[src/rtl/sign_magnitude_pkg.sv]
// Shared types and constants for the sign-magnitude converter pipeline.
// The optional macro SM_SATURATE_EN is consumed by sign_magnitude_pipe.
package sign_magnitude_pkg;

  // Widest datapath the shared payload struct can carry.
  localparam int SM_MAX_W = 64;

  typedef enum logic {
    MODE_TC2SM = 1'b0,
    MODE_SM2TC = 1'b1
  } sm_mode_e;

  // Payload held in stage 1. Data fields are sized for SM_MAX_W; a
  // narrower pipe uses only the low W bits.
  typedef struct packed {
    sm_mode_e              mode;
    logic [SM_MAX_W-1:0]   data;
    logic                  sign;
    logic [SM_MAX_W-1:0]   negated;
    logic                  ovf;
  } sm_stage_t;

  // Most-negative two's-complement pattern of a w-bit word.
  function automatic logic [SM_MAX_W-1:0] most_neg(input int w);
    return {{(SM_MAX_W-1){1'b0}}, 1'b1} << (w - 1);
  endfunction

  // Largest positive two's-complement value of a w-bit word.
  function automatic logic [SM_MAX_W-1:0] max_pos(input int w);
    return most_neg(w) - {{(SM_MAX_W-1){1'b0}}, 1'b1};
  endfunction

endpackage

[src/rtl/sign_magnitude_pipe_sm_negate.sv]
// Combinational W-bit negate and the SM2TC range check that feed stage 1.
module sm_negate
  import sign_magnitude_pkg::*;
#(
  parameter int W = 32
) (
  input  logic [W-1:0] data,
  input  logic         sign,
  output logic [W-1:0] negated,
  output logic         ovf
);

  localparam logic [W-1:0] ONE = {{(W-1){1'b0}}, 1'b1};

  // Two's-complement negation; negating zero yields zero, which also
  // canonicalises negative zero.
  always_comb begin
    negated = ~data + ONE;
  end

  // A positive magnitude must stay below 2^(W-1); a negative one may
  // reach exactly 2^(W-1).
  always_comb begin
    ovf = sign ? (data[W-1] && (|data[W-2:0])) : data[W-1];
  end

endmodule

[src/rtl/sign_magnitude_pipe.sv]
// Two-stage valid/ready converter between two's-complement and
// sign-magnitude. Define SM_SATURATE_EN to clamp SM2TC results that
// overflow; otherwise the wrapped result is emitted with out_ovf set.
module sign_magnitude_pipe
  import sign_magnitude_pkg::*;
#(
  parameter int Word_Length = 32
) (
  input  logic                   clk,
  input  logic                   reset,
  input  logic                   in_valid,
  output logic                   in_ready,
  input  logic                   mode,
  input  logic [Word_Length-1:0] in_data,
  input  logic                   in_sign,
  output logic                   out_valid,
  input  logic                   out_ready,
  output logic [Word_Length-1:0] out_data,
  output logic                   out_sign,
  output logic                   out_ovf
);

  localparam int W = Word_Length;
  localparam logic [SM_MAX_W-1:0] MOST_NEG_FULL = most_neg(W);
  localparam logic [SM_MAX_W-1:0] MAX_POS_FULL  = max_pos(W);

  logic            s1_valid_reg;
  sm_stage_t       s1_reg;
  sm_stage_t       s1_next;
  logic            s2_valid_reg;
  logic [W-1:0]    out_data_reg;
  logic            out_sign_reg;
  logic            out_ovf_reg;
  logic [W-1:0]    res_data_next;
  logic            res_sign_next;
  logic            res_ovf_next;
  logic [W-1:0]    neg_w;
  logic            ovf_w;
  logic            s2_load;
  logic            in_fire;

  sm_negate #(.W(W)) u_negate (
    .data    (in_data),
    .sign    (in_sign),
    .negated (neg_w),
    .ovf     (ovf_w)
  );

  // Upper payload bits of a narrow pipe are constant zero and never read.
  generate
    if (W < SM_MAX_W) begin : g_pad
      logic pad_unused;
      assign pad_unused = ^{s1_reg.data[SM_MAX_W-1:W], s1_reg.negated[SM_MAX_W-1:W]};
    end
  endgenerate

  // Ready chain: stage 2 refills when empty or draining; stage 1 follows.
  always_comb begin
    s2_load  = !s2_valid_reg || out_ready;
    in_ready = !s1_valid_reg || s2_load;
    in_fire  = in_valid && in_ready;
  end

  // Stage-1 payload: the sign that governs negation depends on the mode.
  always_comb begin
    s1_next              = '0;
    s1_next.mode         = sm_mode_e'(mode);
    s1_next.data[W-1:0]  = in_data;
    s1_next.negated[W-1:0] = neg_w;
    s1_next.sign         = (mode == MODE_SM2TC) ? in_sign : in_data[W-1];
    s1_next.ovf          = (mode == MODE_SM2TC) && ovf_w;
  end

  // Stage-2 result selection, optional saturation and output sign.
  always_comb begin
    res_data_next = s1_reg.sign ? s1_reg.negated[W-1:0] : s1_reg.data[W-1:0];
`ifdef SM_SATURATE_EN
    if (s1_reg.ovf) begin
      res_data_next = s1_reg.sign ? MOST_NEG_FULL[W-1:0] : MAX_POS_FULL[W-1:0];
    end
`endif
    res_sign_next = (s1_reg.mode == MODE_SM2TC) ? res_data_next[W-1] : s1_reg.sign;
    res_ovf_next  = s1_reg.ovf;
  end

  // Stage 1 register: capture on transfer, empty when stage 2 takes it.
  always_ff @(posedge clk or negedge reset) begin
    if (!reset) begin
      s1_valid_reg <= 1'b0;
      s1_reg       <= '0;
    end else begin
      if (in_fire) begin
        s1_valid_reg <= 1'b1;
        s1_reg       <= s1_next;
      end else if (s2_load) begin
        s1_valid_reg <= 1'b0;
      end
    end
  end

  // Stage 2 register: outputs change only when a real entry moves in.
  always_ff @(posedge clk or negedge reset) begin
    if (!reset) begin
      s2_valid_reg <= 1'b0;
      out_data_reg <= '0;
      out_sign_reg <= 1'b0;
      out_ovf_reg  <= 1'b0;
    end else if (s2_load) begin
      s2_valid_reg <= s1_valid_reg;
      if (s1_valid_reg) begin
        out_data_reg <= res_data_next;
        out_sign_reg <= res_sign_next;
        out_ovf_reg  <= res_ovf_next;
      end
    end
  end

  assign out_valid = s2_valid_reg;
  assign out_data  = out_data_reg;
  assign out_sign  = out_sign_reg;
  assign out_ovf   = out_ovf_reg;

endmodule

[config.mk]
export PLATFORM = sky130hd
export DESIGN_NAME = sign_magnitude_pipe
export DESIGN_NICKNAME = d
export VERILOG_FILES = /design/src/rtl/sign_magnitude_pkg.sv /design/src/rtl/sign_magnitude_pipe_sm_negate.sv /design/src/rtl/sign_magnitude_pipe.sv
export SDC_FILE = /design/constraint.sdc
export NUM_CORES = 1
export LEC_CHECK = 0
export BUFFER_PORTS_ARGS = -buffer_cell sky130_fd_sc_hd__clkbuf_2
export CAP_MARGIN = 20
export CORE_MARGIN = 10
export CORE_UTILIZATION = 59
export CTS_BUF_LIST = sky130_fd_sc_hd__clkbuf_4 sky130_fd_sc_hd__clkbuf_8
export DETAILED_ROUTE_END_ITERATION = 8
export GPL_ROUTABILITY_DRIVEN = 0
export GPL_TIMING_DRIVEN = 0
export PLACE_DENSITY = 0.8
export SLEW_MARGIN = 20
export SYNTH_ARGS = -nofsm -noshare
export SYNTH_HDL_FRONTEND = slang
export SYNTH_HIERARCHICAL = 1
export SYNTH_SLANG_ARGS = --single-unit
[constraint.sdc]
create_clock -name clk -period 1.87 [get_ports clk]
set_input_delay 0.2805 -clock clk [delete_from_list [all_inputs] [get_ports clk]]
set_output_delay 0.2805 -clock clk [all_outputs]
set_load 0.03 [all_outputs]
[Word level (Yosys, flattened, before mapping)]
Index checks and enable logic that the tools add are counted.
Storage, ports and cells
  output and inout port bits: 36
  flip-flop bits (word level): 103
  input bits: 38
Operators by class
  reduce and logical (&&, ||, !) cells: 10
  muxes and demuxes: 6
  add/subtract/negate cells: 1
  bitwise operators: 1
Operators by type and width (count)
  adder 32 x 1 -> 32 bit, second input constant: 1
  2-to-1 mux 32 bit: 1
  NOT 32 bit: 1
  OR reduction 31 bit: 1
  2-to-1 mux 1 bit: 5
  logical AND 1 bit: 3
  logical NOT 1 bit: 2
  logical OR 1 bit: 2
  AND reduction 2 bit: 1
  nonzero test 2 bit: 1

[Logic depth before layout (Yosys ltp)]
  word-level depth: 5
  gate-level depth with buffers: 8
  depth with buffers taken out: 8

[By module]
Netlist, hierarchy kept.
Modules (own cells, without submodules)
  sign_magnitude_pipe: area each 4426.7 sq um, cells each 305, times used 1, sequential area each 2577.5 sq um
  sm_negate: area each 753.2 sq um, cells each 94, times used 1, sequential area each 0.0 sq um

[Worst setup path before layout]
No wires, ideal clock.
  kind: input port to flip-flop
  from: input in_data[0]
  to: register s1_reg[11] (netlist name)
  setup time: 0.125 ns
  arrival: 1.862 ns
  stages: 7
  setup slack: -0.117 ns
  path buffers: 0
  path through: inv_1 ha_1 nor3b_1 nand2_1 or4_1 xor2_1 mux2_4
On the way
  longest elaborated chain between the ends: 2
Ends and longest elaborated chain
  from (decl): line sign_magnitude_pipe.sv:14  | input logic [Word_Length-1:0] in_data,
  NOT 32 bit: line sign_magnitude_pipe_sm_negate.sv:18  | negated = ~data + ONE;
  adder 32 x 1 -> 32 bit: line sign_magnitude_pipe_sm_negate.sv:18
  net neg_w[10]: line sign_magnitude_pipe.sv:37  | logic [W-1:0] neg_w;
  to (signal assigned): line sign_magnitude_pipe.sv:94  | s1_reg <= s1_next;
  to (decl): line sign_magnitude_pipe.sv:28  | sm_stage_t s1_reg;
The timed path passes the listed nets, and every way through them passes these cells.
A chain may end at the register's enable or synchronous reset.

[Worst setup path in the final report]
  from: input in_data[9]
  to: register s1_reg[25] (netlist name)
The elaborated chain is that of the path after synthesis.

==> key figures <==
Yosys
  – Mapped Area: 5180 sq um
  – Mapped Cells: 399
  – Synthesized area per cell: 13.0 sq um
  – Top-area cell type share of the netlist area: 0.498
  – Post-synth EDFFs: 0
  – Seq/Total Area, Yosys: 0.498
  – Async S/R FF share, synth: 1.00
  – Yosys cell types: 40
  – FF+latch count, synth: 103
  – Area contributors post-synth: dfrtp_1 (50%), mux2_4 (11%), mux2i_1 (6.4%), mux2_2 (6.1%), xnor2_1 (4.2%)
  – Primary FF master, synth: dfrtp_1
  – Yosys top cell by area: dfrtp_1
  – Yosys warning count: 6
  – Cell with the most instances after synthesis: dfrtp_1
  – Mapped Nets: 438
  – Synth cell count leaders: dfrtp_1 (103), mux2_4 (39), a21oi_1 (34), a31oi_1 (34), mux2i_1 (33)

Placement
  – DP Wirelength: 8.17 mm
  – Place WS: -0.600 ns
  – Port buffer count: 73
  – Placed inst area: 5720 sq um

Worst setup path
  – CP required: 2.12 ns
  – Crit Path Max Fanout: 10
  – Critical path capture point type: flop
  – CP Depth: 8
  – Slowest cell delay on critical path: 0.56 ns
  – CP bufs+invs: 3
  – CP max-delay cell: or4_4
  – Worst Reg-to-Reg Cells: 4
  – Critical setup path kind: in2reg
  – Startpoint types: input pin
  – Crit path DAT: 2.05 ns
  – Top Family by Delay on Critical Path: simple AND/OR/NAND/NOR gates
  – Worst-path cell chain: clkbuf_2 -> or4_4 -> nand2b_4 -> buf_6 -> buf_8 -> nor4_4 -> xnor2_1 -> mux2_4

Route
  – Vias per cell: 5.83
  – Total number of vias: 3,507
  – DR iter-0 viols: 255
  – First-pass DRT Iterations: 4
  – DRC Markers: 0
  – Post-route ant nets: 0
  – Routed WL: 11.5 mm
  – Drt wl/cell: 19.1 um

Clocking
  – Skew-Pair Late Insertion Delay: 0.37 ns
  – H-tree levels: 3
  – Clock Sinks: 103
  – CTS clk-pin slew, worst paths: 0.10 ns
  – Root buffer selected by CTS: clkbuf_8
  – CTS tree: yes
  – CTS Buf Count: 9
  – CTS max path bufs: 2

Final layout
  – Synth-to-layout area growth: 15.4%
  – Area of the multi-input gates: 2420 sq um
  – Register area: 2580 sq um
  – Final Instance Area: 5980 sq um
  – Count of nets after finishing: 528
  – Number of flip-flops in the largest register: 66
  – Ant diodes: 0
  – Layout cells sized above 1: 0.417
  – Fillers: 664

Global routing
  – GRT Util Overall: 0.179
  – Top Usage Layer GRT: met2
  – Met1 Usage GRT: 0.224
  – Met3 GRT Util: 0.0457
  – First-pass GRT wire length: 18.7 mm
  – Vias in the first global route: 3,677
  – Pin count of the biggest net entering global routing: 89
  – Grt met2 use: 0.297
  – GRT overflow: 0
  – Initial antenna violation count: 0

Timing
  – Fin crit share: 0.963
  – Fin worst setup slack: 0.0700 ns
  – Final setup vio count: 0
  – Slew headroom: 0.626
  – Slew Limit Fails: 0
  – Clock skew: 0.0138 ns
  – Final hold violation count: 0
  – Slew @ Worst Pin: 0.556 ns
  – Highest clock rate: 556 MHz
  – Post-layout min period: 1.80 ns
  – RSZ-0062 raised after global routing: false

Power
  – PwrDens: 999 nW/um^2
  – Clock share of power: 0.231
  – Comb power frac: 0.289
  – Net switching power: 1.99 mW
  – Overall power: 5.97 mW
  – Internal power: 3.98 mW
  – Cell leakage power: 2.69 nW
  – Max VDD drop: 0.560 mV
  – Sw Share: 0.333
  – Reg power frac: 0.480

Status
  – Status: finished, final reports clean

Floorplanning
  – Die Width: 114 um
  – Core Footprint: 8640 sq um
  – Die extent in y: 114 um
  – Row cnt: 34
  – Starting Density: 0.600
  – # IOs: 74
  – Die area: 12,900 sq um

Min path
  – Hold path depth: 2
  – Hold Crit Class: in2reg

Run
  – Maximum Capacitance Violations: 0
## routing by layer
| metal | wire, um | vias to the layer above |
|---|---|---|
| met5 | 0 | - |
| li1 | - | 1637 |
| met3 | 740 | 9 |
| met2 | 5690 | 85 |
| met1 | 4950 | 1776 |
| met4 | 97 | 0 |
## what timing repair did
action,CTS,global route
endpoints found under the setup margin,6,11
hold buffers,1,0
buffers inserted,4,0
pin swaps,1,1
endpoints found under the hold margin,15,0
resized for setup,1,3
## stage by stage
step	std cells	hold WS, ns	setup TNS (ns)	utilization
after floorplan	399	-0.0151	-0.523	-
after global placement	580	0.482	-87.05	0.659
after detailed placement	581	0.140	-8.12	0.663
after CTS	602	0.180	0	0.690
after global routing	602	0.181	0	0.692
final	602	0.187	0	0.692
## logic make-up (layout without fill, tap and decap cells)
kind of cell | count (synthesis) | count (layout) | synth area share
adders and majority gates | 1 | 1 | 0.00242
muxes | 100 | 100 | 0.238
buffers and inverters | 31 | 126 | 0.0401
xor gates and xnor gates | 30 | 30 | 0.0507
and+or+nand+nor | 65 | 65 | 0.0956
DFF | 103 | 103 | 0.498
AOI/OAI and AO/OA | 69 | 69 | 0.0758
## final timing paths
path                                           from                  endpoint  slack (ns)
max                                      in_data[9]    s1_reg[25]$_DFFE_PN0P_        0.07
min                                     in_data[30]    s1_reg[96]$_DFFE_PN0P_        0.19
max reg2reg                   out_valid$_DFFE_PN0P_   out_data[8]$_DFFE_PN0P_        0.28
min reg2reg                res_ovf_next$_DFFE_PN0P_  res_ovf_next$_DFFE_PN0P_        0.50
max in group asynchronous                     reset   out_data[7]$_DFFE_PN0P_        0.91
min in group asynchronous                     reset     out_valid$_DFFE_PN0P_        0.31
## layout make-up
type,count,share of cell area
inverters,3,0.00188
clock buffers,10,0.0220
well taps,108,0.0226
plain buffers,28,0.0335
flip-flops and latches,103,0.431
repair buffers,79,0.0739
clock inverters,6,0.0103
multi-input cells,265,0.405
## power groups by stage
stage / combinational (mW) / clock, mW / sequential, mW
after floorplan: 0.837 / 0 / 3.25
after global placement: 1.69 / 0 / 2.89
after detailed placement: 1.74 / 0 / 2.91
after CTS: 1.75 / 1.40 / 2.87
after global routing: 1.85 / 1.50 / 2.92
final: 1.72 / 1.38 / 2.87
## worst reg2reg max path, delay by kind of cell, from the launching register on
family,cells,cell delay [ns]
buffers and inverters,2,0.70
flip-flops,1,0.43
AO/OA/AOI/OAI,1,0.17
AND/OR/NAND/NOR,1,0.13
## layout by cell type, fill, tap and decap left out, drive strengths merged, types with 2 or more instances in the layout
cell type / netlist / layout
a31oi: 34 / 34
clkbuf: 4 / 87
nand3b: 3 / 3
dfrtp: 103 / 103
nor3: 11 / 11
clkinv: 0 / 4
or4: 4 / 4
mux2i: 33 / 33
nor3b: 2 / 2
inv: 3 / 3
xnor2: 25 / 25
nand2b: 5 / 5
mux2: 67 / 67
nand4: 3 / 3
nor2: 8 / 8
a21oi: 34 / 34
nand2: 6 / 6
nor4: 14 / 14
buf: 24 / 29
or3: 4 / 4
xor2: 5 / 5
Power figures use the tool's default switching activity.
